## src/rtl/regfile_pkg.sv

```systemverilog
// Shared types and helpers for the multiport register file.
package regfile_pkg;

   typedef enum logic {
      CLEAR = 1'b0,
      READY = 1'b1
   } regfile_state_t;

   function automatic int regfile_depth(input int addr_width);
      return 1 << addr_width;
   endfunction

   localparam int DEFAULT_ADDR_WIDTH = 5;
   localparam int DEFAULT_DEPTH      = regfile_depth(DEFAULT_ADDR_WIDTH);

   // Low bit of port 'port' inside a packed bus of 'width'-bit fields.
   function automatic int port_lo(input int port, input int width);
      return port * width;
   endfunction

endpackage

```

## src/rtl/regfile_clear_seq.sv

```systemverilog
// Post-reset clear sequencer: walks every entry writing zero, then hands the
// array write port over to the writeback stage.
module regfile_clear_seq
   import regfile_pkg::*;
#(
   parameter int DATA_WIDTH = 32,
   parameter int ADDR_WIDTH = 5
) (
   input  logic                  clock,
   input  logic                  reset,
   input  logic [ADDR_WIDTH-1:0] writeback_address,
   input  logic [DATA_WIDTH-1:0] writeback_data,
   input  logic                  writeback_enable,
   output regfile_state_t        state,
   output logic                  init_busy,
   output logic                  mem_we,
   output logic [ADDR_WIDTH-1:0] mem_waddr,
   output logic [DATA_WIDTH-1:0] mem_wdata
);

   localparam logic [ADDR_WIDTH-1:0] LAST_ENTRY = {ADDR_WIDTH{1'b1}};

   regfile_state_t        state_reg, state_next;
   logic [ADDR_WIDTH-1:0] clear_cnt_reg, clear_cnt_next;

   always_ff @(posedge clock or posedge reset) begin
      if (reset) begin
         state_reg     <= CLEAR;
         clear_cnt_reg <= '0;
      end else begin
         state_reg     <= state_next;
         clear_cnt_reg <= clear_cnt_next;
      end
   end

   always_comb begin
      state_next     = state_reg;
      clear_cnt_next = clear_cnt_reg;
      case (state_reg)
         CLEAR: begin
            clear_cnt_next = clear_cnt_reg + ADDR_WIDTH'(1);
            if (clear_cnt_reg == LAST_ENTRY) begin
               state_next = READY;
            end
         end
         READY:   state_next = READY;
         default: state_next = CLEAR;
      endcase
   end

   // Writebacks are dropped while clearing; address 0 is never stored.
   always_comb begin
      state     = state_reg;
      init_busy = (state_reg == CLEAR);
      mem_we    = 1'b0;
      mem_waddr = writeback_address;
      mem_wdata = writeback_data;
      if (state_reg == CLEAR) begin
         mem_we    = 1'b1;
         mem_waddr = clear_cnt_reg;
         mem_wdata = '0;
      end else begin
         mem_we    = writeback_enable && (writeback_address != '0);
      end
   end

endmodule

```

## src/rtl/multiport_register_file.sv

```systemverilog
// NUM_READ-port register file with hardwired r0, write-to-read forwarding and
// post-reset clearing. Define REGFILE_SCOREBOARD_EN for per-register pending bits.
module multiport_register_file
   import regfile_pkg::*;
#(
   parameter int DATA_WIDTH = 32,
   parameter int ADDR_WIDTH = 5,
   parameter int NUM_READ   = 2
) (
   input  logic                           clock,
   input  logic                           reset,
   input  logic                           enable,
   input  logic [NUM_READ*ADDR_WIDTH-1:0] rd_addr,
   output logic [NUM_READ*DATA_WIDTH-1:0] rd_data,
   input  logic [ADDR_WIDTH-1:0]          writeback_address,
   input  logic [DATA_WIDTH-1:0]          writeback_data,
   input  logic                           writeback_enable,
`ifdef REGFILE_SCOREBOARD_EN
   input  logic [ADDR_WIDTH-1:0]          reserve_address,
   input  logic                           reserve_enable,
   output logic [NUM_READ-1:0]            rd_pending,
`endif
   output logic                           init_busy
);

   localparam int DEPTH = regfile_depth(ADDR_WIDTH);

   regfile_state_t        state;
   logic                  mem_we;
   logic [ADDR_WIDTH-1:0] mem_waddr;
   logic [DATA_WIDTH-1:0] mem_wdata;

   logic [DATA_WIDTH-1:0] mem [DEPTH];

   regfile_clear_seq #(
      .DATA_WIDTH (DATA_WIDTH),
      .ADDR_WIDTH (ADDR_WIDTH)
   ) u_clear_seq (
      .clock             (clock),
      .reset             (reset),
      .writeback_address (writeback_address),
      .writeback_data    (writeback_data),
      .writeback_enable  (writeback_enable),
      .state             (state),
      .init_busy         (init_busy),
      .mem_we            (mem_we),
      .mem_waddr         (mem_waddr),
      .mem_wdata         (mem_wdata)
   );

   // Storage itself is not reset; the clear sequencer zeroes it instead.
   always_ff @(posedge clock) begin
      if (mem_we) begin
         mem[mem_waddr] <= mem_wdata;
      end
   end

   generate
      for (genvar gi = 0; gi < NUM_READ; gi++) begin : g_read
         logic [ADDR_WIDTH-1:0] addr;
         logic [DATA_WIDTH-1:0] rd_data_reg;

         assign addr = rd_addr[port_lo(gi, ADDR_WIDTH) +: ADDR_WIDTH];

         always_ff @(posedge clock or posedge reset) begin
            if (reset) begin
               rd_data_reg <= '0;
            end else if (enable) begin
               if (state == CLEAR || addr == '0) begin
                  rd_data_reg <= '0;
               end else if (writeback_enable && writeback_address == addr) begin
                  rd_data_reg <= writeback_data;
               end else begin
                  rd_data_reg <= mem[addr];
               end
            end
         end

         assign rd_data[port_lo(gi, DATA_WIDTH) +: DATA_WIDTH] = rd_data_reg;
      end
   endgenerate

`ifdef REGFILE_SCOREBOARD_EN
   logic [DEPTH-1:0] pending_reg;

   generate
      for (genvar gi = 0; gi < DEPTH; gi++) begin : g_pending
         logic set_hit;
         logic clr_hit;

         assign set_hit = reserve_enable && (reserve_address == ADDR_WIDTH'(gi))
                          && (reserve_address != '0);
         assign clr_hit = writeback_enable && (writeback_address == ADDR_WIDTH'(gi));

         // A reserve in the same cycle as a writeback of the same register wins.
         always_ff @(posedge clock or posedge reset) begin
            if (reset) begin
               pending_reg[gi] <= 1'b0;
            end else if (state == CLEAR) begin
               pending_reg[gi] <= 1'b0;
            end else if (set_hit) begin
               pending_reg[gi] <= 1'b1;
            end else if (clr_hit) begin
               pending_reg[gi] <= 1'b0;
            end
         end
      end

      for (genvar gi = 0; gi < NUM_READ; gi++) begin : g_pend_out
         logic [ADDR_WIDTH-1:0] paddr;
         assign paddr = rd_addr[port_lo(gi, ADDR_WIDTH) +: ADDR_WIDTH];
         assign rd_pending[gi] = pending_reg[paddr]
                                 & ~(writeback_enable & (writeback_address == paddr))
                                 & (paddr != '0);
      end
   endgenerate
`endif

endmodule

```

## config.mk

```make
export PLATFORM = sky130hd
export DESIGN_NAME = multiport_register_file
export DESIGN_NICKNAME = d
export VERILOG_FILES = /design/src/rtl/regfile_pkg.sv /design/src/rtl/regfile_clear_seq.sv /design/src/rtl/multiport_register_file.sv
export SDC_FILE = /design/constraint.sdc
export NUM_CORES = 1
export LEC_CHECK = 0
export ABC_AREA = 0
export BUFFER_PORTS_ARGS = -buffer_cell sky130_fd_sc_hd__buf_2
export CORE_MARGIN = 1
export CORE_UTILIZATION = 55
export CTS_CLUSTER_DIAMETER = 30
export DETAILED_ROUTE_END_ITERATION = 10
export GPL_TIMING_DRIVEN = 0
export PLACE_DENSITY_LB_ADDON = 0.3
export SYNTH_ARGS = -nofsm -noshare
export SYNTH_HDL_FRONTEND = slang
export SYNTH_SLANG_ARGS = --single-unit
```

## constraint.sdc

```tcl
create_clock -name clock -period 3.9 [get_ports clock]
set_input_delay 0.195 -clock clock [delete_from_list [all_inputs] [get_ports clock]]
set_output_delay 0.195 -clock clock [all_outputs]
set_load 0.005 [all_outputs]
```

==> results.cfg, run 1 <==
[layout]
stdcell_count = 4451
drive_gt1_share_pct = 28.47
fill_cells = 5670
fin_nets = 3172
syn_to_final_growth_pct = 19.05
post-route-cell-area_sq_um = 60030
largest_reg_flops = 1024

[clock_tree]
post_cts_buffers = 0
clock_tree.buffer_depth = 3
cts_tree = done
clkSlewWorstSetupHoldPaths_ns = 0.05
cts_root_buf = clkbuf_16
numCtsBuffers = 178
ctsResizeCount = 0
clock-sinks = 1094
htree_levels = 4
clock_latency_ns = 0.77

[sta]
achievable-frequency_mhz = 283.8
max_slew_margin_pct = 8.221
finalCriticalPeriod_ns = 3.523
final.setup_skew_ns = 0.02096
setup_viol = 0
slew_violations = 0
worst_pin_slew_ns = 1.377
hold_viol = 0
finalCritPeriodShare_pct = 90.34
rsz0062_at_grt = no

[critical_path]
r2r-start = u_clear_seq.state
cp-startpoint = rd_addr[4]
crit_type = in -> reg
end_kind = flop
cp_data_arrival_time_ns = 4.22
crit_fanout = 10
worstPathRequired_ns = 4.60
reg2reg_slack_ns = 0.44
critPathLaunchType = input pin

[worst_hold_path]
hp-start = enable
hold_path_class = in -> reg

[run_status]
violations = DRC
outcome = complete, but fails checks

[synth]
synth_area_per_cell_sq_um = 18.23
synth.distinct_cells = 43
synth.most_common_cell = edfxtp_1
syn_nets = 2818
syn_inst = 2765
async_reset_ff_share_pct = 6.399
synthFlopType = edfxtp_1
ys_seq_elements = 1094
synth_edf_count = 1024
netlist_area_sq_um = 50420
synth_top_area_share_pct = 60.99
seq_area_frac_synth_pct = 64.46
synthTopCellsByArea = edfxtp_1 61%, mux4_2 17%, mux2i_1 5.1%
yosysTopAreaCell = edfxtp_1
yosysWarnings = 0
synthTopCellsByCount = 1024 x edfxtp_1, 384 x mux4_2, 256 x mux2i_1

[global_routing]
grt.overflow.total = 0
grt.total_usage_pct = 35.63
grt_pass1_vias = 34130
grt_max_degree = 62
antenna_found_initial = 10
grt_first_pass_wirelength_um = 234200

[die]
die_area_sq_um = 92890
coreArea_sq_um = 90420
fp.dieW_um = 304.8
initial_utilization_pct = 55.76
ios = 116
row_count = 110
die_y_um = 304.8

[route]
ant_nets = 0
routed_via_density = 7.435
vias = 33090
drtIter0Drc = 5188
drc = 2
wl_per_cell_um = 37.03
firstDrtPassIters = 9
wl_um = 164800

[placed_design]
place_area_sq_um = 53490
dp_hpwl_um = 112400
port_buffers = 107
gp_congestion = 0.9181
dp.cells = 4081

[pwr]
leakage_nw = 20.28
p_per_area_nw_per_um2 = 525.8
ir_drop_mv = 0.4575
fin_total_pwr_w = 0.03156

[job]
maxCapViolCount = 0
stage by stage:
step | hold WS (ns) | worst slack (ns) | util, % | TNS, ns
after global placement | 0.4559 | -1.276 | 57.98 | -1036.17
after global routing | 0.2145 | 0.3467 | 66.38 | 0
after CTS | 0.1605 | 0.5296 | 66.38 | 0
after detailed placement | 0.1124 | -0.03441 | 59.15 | -0.1719
final | 0.1660 | 0.3766 | 66.38 | 0
after floorplan | 0.3270 | 0.6886 | - | 0
path summary, 6_finish.rpt:
check                      cells after the start                      endpoint
max                                            8     g_read[0].rd_data_reg[14]
min                                            4     g_read[1].rd_data_reg[23]
max reg2reg                                    7                    mem[17][9]
min reg2reg                                    1  u_clear_seq.clear_cnt_reg[3]
max in group asynchronous                      5     g_read[1].rd_data_reg[26]
min in group asynchronous                      4     g_read[1].rd_data_reg[10]
worst max-delay path: stages:
cell	delay, ns
buf_2	0.11
clkbuf_1	0.85
inv_1	0.51
nor2_1	0.91
clkbuf_1	0.75
a22oi_1	0.27
a21oi_1	0.42
a2111o_1	0.17
what timing repair did:
action,CTS,global route
setup endpoints to repair,0,0
hold buffers,34,0
endpoints found under the hold margin,134,0
power breakdown:
group	total [W]	internal [W]	switching [W]	leakage, nW
logic	0.00237	0.000889	0.00149	7.24
clock network	0.0161	0.0102	0.00589	2.95
registers	0.0131	0.0130	0.000136	10.1
total	0.0316	0.0240	0.00751	20.3
area by class of cell:
type                       instances  area (sq um)  area share, %
antenna                            1         2.502       0.004169
buffer                           229          1147          1.911
clock buffer                     216          4741          7.898
clock inverter                   119          1454          2.422
inverter                           9         36.28        0.06045
multi-input combinational       1433         16980          28.28
sequential                      1094         32500          54.15
tap                             1176          1471          2.451
timing repair buffer             174          1694          2.822
routing by layer:
| metal | up-vias | part of all wire (%) | global-route usage (%) |
|---|---|---|---|
| li1 | 12680 | - | - |
| met5 | - | 0.031 | 0 |
| met4 | 8 | 5.8 | 19.53 |
| met2 | 2863 | 48 | 56.93 |
| met1 | 16900 | 33 | 44.16 |
| met3 | 646 | 13 | 10.11 |
cell usage in the layout, fill, tap and decap left out, drive strengths merged, types with 3 or more instances in the layout:
| cell | instances |
|---|---|
| edfxtp | 1024 |
| mux4 | 384 |
| clkbuf | 356 |
| mux2i | 256 |
| buf | 229 |
| a22oi | 192 |
| a21oi | 131 |
| a221oi | 128 |
| nor2b | 70 |
| dfrtp | 70 |
| o21ai | 69 |
| a2111o | 64 |
| clkinv | 60 |
| nor2 | 43 |
| and2 | 36 |
| dlygate4sd3 | 34 |
| inv | 24 |
| clkinvlp | 23 |
| bufinv | 21 |
| nand2 | 14 |
| xnor2 | 13 |
| nor3 | 3 |
| and3 | 3 |
cells by family after synthesis:
logic type / share of synthesized area, %
fa+ha+maj: 0.04962
xor+xnor: 0.2258
compound gates: 8.681
simple gates: 1.960
mux: 22.28
buf+inv: 2.343
flops: 64.46
(Power assumes the default switching activity.)
==> run 2, diff against run 1 <==
BUFFER_PORTS_ARGS = -buffer_cell sky130_fd_sc_hd__clkbuf_2   (was -buffer_cell sky130_fd_sc_hd__buf_2)
CORE_MARGIN = 2   (was 1)
==> results.cfg, run 2 (synthesized netlist as in run 1, its figures left out) <==
[run_status]
outcome = finished, final reports clean

[sta]
final.setup_skew_ns = 0.04631
slew_violations = 0
finalCriticalPeriod_ns = 3.644
hold_ws_ns = 0.1752
rsz0062_at_grt = no
worst_pin_slew_ns = 1.458
max_slew_margin_pct = 2.562
finalCritPeriodShare_pct = 93.45
achievable-frequency_mhz = 274.4
timing.final.ws_setup_ns = 0.2556
hold_viol = 0
setup_viol = 0

[pwr]
ir_drop_mv = 0.4765
leakage_nw = 20.33
p_per_area_nw_per_um2 = 527.7

[die]
die_y_um = 306.8
ios = 116
initial_utilization_pct = 55.26
fp.dieW_um = 306.8
coreArea_sq_um = 91250
row_count = 111
die_area_sq_um = 94110

[route]
wl_um = 165100
ant_nets = 0
wl_per_cell_um = 36.98
routed_via_density = 7.334
vias = 32740
drtIter0Drc = 4975
firstDrtPassIters = 6
drc = 0

[job]
maxCapViolCount = 0

[critical_path]
critPathSlowestCell = clkbuf_1
cp_data_arrival_time_ns = 4.35
worstPathRequired_ns = 4.61
crit_fanout = 10
crit_type = in -> reg
path_cells = clkbuf_2 -> clkbuf_1 -> inv_1 -> nor2_1 -> clkbuf_1 -> a22oi_1 -> a21oi_1 -> a2111o_1
reg2reg_slack_ns = 0.42
worstRegToRegCells = 6
end_kind = flop
max_stage_delay_ns = 0.91
crit_path_frequent_cell = clkbuf_1
critPathLaunchType = input pin

[layout]
layout_commonest_cell = edfxtp_1
fill_cells = 5775
syn_to_final_growth_pct = 19.31
largest_reg_flops = 1024
layout_common_cells = 1024 x edfxtp_1, 384 x mux4_2, 256 x mux2i_1, 192 x a22oi_1, 179 x clkbuf_16
drive_gt1_share_pct = 28.84
fin_nets = 3174

[placed_design]
port_buffers = 107
gp_congestion = 0.9405
pre_cts_slack_ns = -0.07937
dp_hpwl_um = 113600

[clock_tree]
numCtsBuffers = 179
clock_latency_ns = 0.78
htree_levels = 4
clkSlewWorstSetupHoldPaths_ns = 0.05
clock_tree.buffer_depth = 3
cts_root_buf = clkbuf_16
cts_tree = done
clock-sinks = 1094
post_cts_buffers = 0

[global_routing]
grt.total_usage_pct = 35.48
grt_max_degree = 62
grt_pass1_vias = 33830
antenna_found_initial = 3
grt.overflow.total = 0
grt_first_pass_wirelength_um = 234900

[worst_hold_path]
worst_hold_path.num_cells = 4
hold_path_class = in -> reg
## run 2: changes by cell type in the layout (fill, tap and decap cells not counted), sizes merged
cell	change
clkinvlp	+1
clkbuf	+93
buf	-106
bufinv	-2
clkinv	-11
inv	+28
## run 2: path summary, 6_finish.rpt
| check | from | end |
|---|---|---|
| hold / removal | enable | g_read[1].rd_data_reg[25] |
| max in group asynchronous | reset | u_clear_seq.clear_cnt_reg[1] |
| setup / recovery | rd_addr[4] | g_read[0].rd_data_reg[12] |
| setup reg to reg | u_clear_seq.state | mem[1][10] |
| min in group asynchronous | reset | g_read[0].rd_data_reg[11] |
| hold reg to reg | u_clear_seq.clear_cnt_reg[3] | u_clear_seq.clear_cnt_reg[3] |
## run 2: critical path: cells and delay by family
family	cells	cell delay [ns]
AND/OR/NAND/NOR	1	0.91
buffers and inverters	4	2.34
AO/OA/AOI/OAI	3	0.89
## run 2: repair_timing
| item | in CTS | in global routing |
|---|---|---|
| gates resized for setup | 0 | 0 |
| hold buffers | 34 | 0 |
| hold endpoints to repair | 134 | 0 |
## run 2: final cells by class
cell class	count	area (sq um)	area share [%]
sequential	1094	32500	54.03
inverter	9	36.28	0.06032
antenna	1	2.502	0.004160
multi-input combinational	1433	16980	28.22
clock inverter	135	1680	2.793
buffer	229	1147	1.907
tap	1186	1484	2.467
clock buffer	202	4596	7.640
timing repair buffer	175	1729	2.875
## run 2: per-layer routing
layer	vias up	wire (um)	track usage, %
met3	583	22360	12.55
li1	12690	-	-
met2	2729	80070	57.28
met4	4	9035	17.99
met1	16730	53590	42.42
met5	-	23	0
## run 2: stage by stage
stage	total power [W]	cells	cell area [sq um]	setup TNS (ns)	util, %
finish	0.03174	4464	60150	0	65.92
global route	0.03233	4463	60150	0	65.92
CTS	0.03165	4462	60150	0	65.92
detailed placement	0.01561	4091	53530	-0.5366	58.67
global placement	0.01552	4058	52440	-1100.99	57.47
floorplan	0.01464	2765	50420	0	-
## run 2: where the power goes
part	internal [W]	switching [W]
Sequential	0.0130	0.000140
Combinational	0.000888	0.00149
Clock	0.0100	0.00622
Total	0.0239	0.00785
